### src/rtl/lightgun_latch_arbiter.sv
// Light-gun hit sequencer: glitch-filters two sensors, arms on VDE rise, grants one
// round-robin hit per frame into a shared H (and optional V, LG_VLATCH_EN) counter latch.
module lightgun_latch_arbiter #(
  parameter int unsigned FILTER  = 3,
  parameter logic [8:0]  HOFFSET = 9'd0
) (
  input  logic       CLK,
  input  logic       RESET_N,
  input  logic       CE_PIX,
  input  logic       VDE,
  input  logic [8:0] HCNT,
  input  logic [8:0] VCNT,
  input  logic       SENSOR_A,
  input  logic       SENSOR_B,
  input  logic       EN_A,
  input  logic       EN_B,
  input  logic       RD_ACK,
  output logic       TH_N_A,
  output logic       TH_N_B,
  output logic [7:0] HLATCH,
  output logic [8:0] VLATCH,
  output logic       LATCH_VALID,
  output logic       LATCH_SRC
);

  localparam int unsigned CNT_W       = (FILTER < 2) ? 1 : $clog2(FILTER + 1);
  localparam int unsigned FILT_LAST_I = (FILTER == 0) ? 0 : FILTER - 1;
  localparam logic [CNT_W-1:0] FILT_LAST = CNT_W'(FILT_LAST_I);

  typedef enum logic [1:0] {
    IDLE    = 2'd0,
    ARMED   = 2'd1,
    LATCHED = 2'd2
  } state_e;

  state_e           state_q, state_d;
  logic [CNT_W-1:0] cnt_q [2];
  logic [CNT_W-1:0] cnt_d [2];
  logic [1:0]       filt_q, filt_d;
  logic [1:0]       filt_prev_q;
  logic [1:0]       th_n_q;
  logic             vde_q;
  logic             rr_q, rr_d;
  logic [7:0]       hlatch_q, hlatch_d;
  logic             valid_q, valid_d;
  logic             src_q, src_d;

  logic [1:0] raw;
  logic [1:0] en;
  logic [1:0] hit;
  logic       vde_rise;
  logic       capture;
  logic       win_b;
  logic [8:0] hsum;
  logic       unused_hbit;

  assign raw         = {SENSOR_B, SENSOR_A};
  assign en          = {EN_B, EN_A};
  assign vde_rise    = VDE & ~vde_q;
  assign hit         = filt_q & ~filt_prev_q & en & {2{VDE}};
  assign hsum        = 9'(HCNT + HOFFSET);
  assign unused_hbit = hsum[0];

  // Per-port persistence filter; the counter clamps at the switch point
  always_comb begin
    for (int i = 0; i < 2; i++) begin
      filt_d[i] = filt_q[i];
      cnt_d[i]  = cnt_q[i];
      if (FILTER == 0) begin
        filt_d[i] = raw[i];
        cnt_d[i]  = '0;
      end else if (CE_PIX) begin
        if (raw[i] == filt_q[i]) begin
          cnt_d[i] = '0;
        end else if (cnt_q[i] >= FILT_LAST) begin
          filt_d[i] = raw[i];
          cnt_d[i]  = '0;
        end else begin
          cnt_d[i] = cnt_q[i] + CNT_W'(1);
        end
      end
    end
  end

  // Arming / grant / latch next-state
  always_comb begin
    state_d  = state_q;
    rr_d     = rr_q;
    hlatch_d = hlatch_q;
    src_d    = src_q;
    valid_d  = valid_q;
    capture  = 1'b0;
    win_b    = 1'b0;

    if (RD_ACK) valid_d = 1'b0;

    case (state_q)
      IDLE: begin
        if (vde_rise) state_d = ARMED;
      end
      ARMED: begin
        if (|hit) begin
          capture = 1'b1;
          state_d = LATCHED;
          win_b   = (&hit) ? rr_q : hit[1];
          rr_d    = ~win_b;
        end
      end
      LATCHED: begin
        if (vde_rise) state_d = ARMED;
      end
      default: state_d = IDLE;
    endcase

    if (!(EN_A | EN_B)) state_d = IDLE;

    if (capture) begin
      hlatch_d = hsum[8:1];
      src_d    = win_b;
      valid_d  = 1'b1;
    end
  end

  // vde_q resets high so a VDE already high at release is not taken as an edge
  always_ff @(posedge CLK or negedge RESET_N) begin
    if (!RESET_N) begin
      state_q     <= IDLE;
      cnt_q[0]    <= '0;
      cnt_q[1]    <= '0;
      filt_q      <= 2'b00;
      filt_prev_q <= 2'b00;
      th_n_q      <= 2'b11;
      vde_q       <= 1'b1;
      rr_q        <= 1'b0;
      hlatch_q    <= 8'h00;
      valid_q     <= 1'b0;
      src_q       <= 1'b0;
    end else begin
      state_q     <= state_d;
      cnt_q[0]    <= cnt_d[0];
      cnt_q[1]    <= cnt_d[1];
      filt_q      <= filt_d;
      filt_prev_q <= filt_q;
      th_n_q      <= ~filt_q;
      vde_q       <= VDE;
      rr_q        <= rr_d;
      hlatch_q    <= hlatch_d;
      valid_q     <= valid_d;
      src_q       <= src_d;
    end
  end

`ifdef LG_VLATCH_EN
  logic [8:0] vlatch_q;

  always_ff @(posedge CLK or negedge RESET_N) begin
    if (!RESET_N) begin
      vlatch_q <= 9'h000;
    end else if (capture) begin
      vlatch_q <= VCNT;
    end
  end

  assign VLATCH = vlatch_q;
`else
  logic unused_vcnt;

  assign unused_vcnt = ^VCNT;
  assign VLATCH      = 9'h000;
`endif

  assign TH_N_A      = th_n_q[0];
  assign TH_N_B      = th_n_q[1];
  assign HLATCH      = hlatch_q;
  assign LATCH_VALID = valid_q;
  assign LATCH_SRC   = src_q;

endmodule

### config.mk
export PLATFORM = sky130hd
export DESIGN_NAME = lightgun_latch_arbiter
export DESIGN_NICKNAME = d
export VERILOG_FILES = /design/src/rtl/lightgun_latch_arbiter.sv
export SDC_FILE = /design/constraint.sdc
export NUM_CORES = 1
export LEC_CHECK = 0
export BUFFER_PORTS_ARGS = -buffer_cell sky130_fd_sc_hd__buf_2
export CORE_MARGIN = 1.5
export CORE_UTILIZATION = 30
export DETAILED_ROUTE_END_ITERATION = 6
export GPL_TIMING_DRIVEN = 0
export MAX_ROUTING_LAYER = met4
export SETUP_SLACK_MARGIN = 0.3
export SYNTH_ARGS = -nofsm -noshare
export SYNTH_HDL_FRONTEND = slang
export SYNTH_SLANG_ARGS = --single-unit
### constraint.sdc
create_clock -name CLK -period 1.8 [get_ports CLK]
set_input_delay 0.09 -clock CLK [delete_from_list [all_inputs] [get_ports CLK]]
set_output_delay 0.09 -clock CLK [all_outputs]
set_load 0.02 [all_outputs]
==> reports/results.tsv <==
metric	value	unit
status	completed	
largest net degree at the start of global routing	25	
top cell type's share of synthesized area	0.514	
Seq pwr share	0.473	
total track usage	0.114	
worst-path maximum fanout	9	
CTS tree	yes	
core area	3310	um2
Peak Freq	692	MHz
Comb pwr share	0.382	
Clock Power Share	0.145	
Synth Area in Adders	0	
Syn Inst Count	80	
Die Y	61.4	um
Critical Path AT	1.66	ns
final hold vios	0	
Synth Area in Simple Gates	0.0881	
Min-Delay Path Class	input pin to flop	
Setup Crit Path Kind	input pin to flop	
Non-Filler Cell Area, Final	1430	um2
fraction of the mapped netlist area in compound gates	0.0783	
num rows	21	
CP Data Required Time	2.01	ns
clock tree root buffer cell	clkbuf_4	
fraction of layout cells with a size suffix above 1	0.451	
CTS buffer count	3	
pwr/cell area	1340	nW/um2
Die Width	61.4	um
number of buffers added on ports	27	
number of iterations in the first detailed-routing pass	4	
hold slack	0.0245	ns
Die ar.	3770	um2
CTS Sinks	24	
most frequent cells after synthesis	dfrtp_1, mux2_2, buf_4, inv_1	
Yosys top cell by area	dfrtp_1	
Boundary Pins	48	
first-pass GRT wire length	2930	um
count leader, synth	dfrtp_1	
DR vias	721	
Final period util	0.803	
LEAKAGE	0.724	nW
post-route antenna net violation count	0	
RSZ-0062 raised after global routing	no	
crit path capture type	flop	
worst rel slew slack	0.655	
WL/cell	10.3	um
total grt overflow	0	
Synth Area in XOR/XNOR	0.0171	
Distinct cells, synth	25	
RePlAce Congestion	0.742	
worst vdd ir	0.000696	V
main combinational cell family by area after synthesis	multiplexers	
Sw Ratio	0.348	
n_diodes	0	
nets@finish	161	
asr flop ratio synth	1.00	
Avg Cell Area, Syn	12.8	um2
WL final	1840	um
Initial Util	0.309	
Power Internal	1.25	mW
mux cell area share after synthesis	0.130	
drt drc	0	
Critical Path Start Type	input pin	
max_cap viols	0	
sw power	0.667	mW
Main synth FF type	dfrtp_1	
clock period minus worst slack	1.44	ns
Post-Place Cell Area	1240	um2
Post-Route Skew	0.00237	ns
Post-synth EDFFs	0	
H-tree depth	1	
Ys Warns	0	
synthesized cell area	1020	um2
maximum buffer depth of the clock tree	2	
drt first-iter violations	7	
# setup viols final	0	
initial antenna violation count	0	
Layout area overhead	40.3	%
via/cell ratio	4.03	
Fin Setup TNS	0	ns
fin util	0.433	
via count of the first global-routing pass	686	
clock slew at reported path FFs	0.12	ns
Least-Margin Pin Slew	0.517	ns
Seq cells post-synth	24	
Seq/Total Area, Yosys	0.591	
max-slew violation count	0	
clk_lat worst skew	0.31	ns
Area contributors post-synth	dfrtp_1, mux2_2, dfstp_2, buf_4, inv_1	
-- final timing paths --
path / from / to / slack, ns / depth (start not counted)
setup / recovery: VDE / HLATCH[7] / 0.36 / 6
hold / removal: SENSOR_B / filt_q[1] / 0.02 / 2
setup reg to reg: state_q[0] / HLATCH[7] / 0.37 / 4
hold reg to reg: filt_q[0] / filt_prev_q[0] / 0.49 / 0
max in group asynchronous: RESET_N / filt_q[0] / 1.16 / 2
min in group asynchronous: RESET_N / filt_q[1] / 0.26 / 2
-- cell usage in the layout (no fill, tap or decap), drive strengths merged, types with 5 or more instances in the layout --
cell type    count
inv              6
mux2            10
conb             9
dlygate4sd3     10
clkbuf           5
buf             40
dfrtp           21
-- final cells by class --
cell class / instances / area, um2
inverters: 6 / 22.5
repair buffers: 41 / 278
clock buffers: 4 / 36.3
multi-input cells: 48 / 363
flip-flops and latches: 24 / 606
plain buffers: 10 / 71.3
well taps: 46 / 57.6
fillers: 338 / 1880
-- sequential cells by signal (all words and copies together) (netlist names) --
register	cells
HLATCH	8
LATCH_SRC	1
LATCH_VALID	1
cnt_q	4
filt_prev_q	2
filt_q	2
rr_q	1
state_q	2
th_n_q	2
vde_q	1
-- cell families (layout without fill, tap and decap cells) --
group                  after synthesis  after routing
AO/OA/AOI/OAI                       10             10
XOR/XNOR                             2              2
buffers and inverters               16             61
flip-flops                          24             24
multiplexers                        12             12
other                                1              9
AND/OR/NAND/NOR                     15             15
-- critical path, cell delays in order --
cell and delay [ns]:
dlygate4sd3_1 0.51, buf_2 0.16, nand4b_1 0.22, a21oi_4 0.20, buf_12 0.14, mux2_2 0.33
-- metrics by stage --
stage / worst slack [ns] / cells / power, mW
2_1_floorplan: 0.417 / 88 / 1.38
3_3_place_gp: 0.285 / 161 / 1.57
3_5_place_dp: 0.254 / 161 / 1.60
4_1_cts: 0.318 / 176 / 1.92
5_1_grt: 0.305 / 179 / 2.06
6_report: 0.355 / 179 / 1.92
-- power by group through the flow --
stage	registers, mW	logic (mW)	clock network, mW
floorplan	1.07	0.314	0
global placement	0.914	0.657	0
detailed placement	0.924	0.672	0
CTS	0.905	0.726	0.290
global route	0.938	0.810	0.313
finish	0.907	0.733	0.279
-- routing by layer --
metal  GRT usage  part of all wire
met1       0.125              0.45
met2       0.187              0.47
met3      0.0378             0.059
met4      0.0547             0.018
met5           -                 0
-- what timing repair did --
action	in CTS	in global routing
setup endpoints to repair	8	8
gates resized for setup	0	2
hold endpoints to repair	28	2
buffers inserted	3	1
hold buffers	8	2
pin swaps	2	2
(Power assumes the default switching activity.)
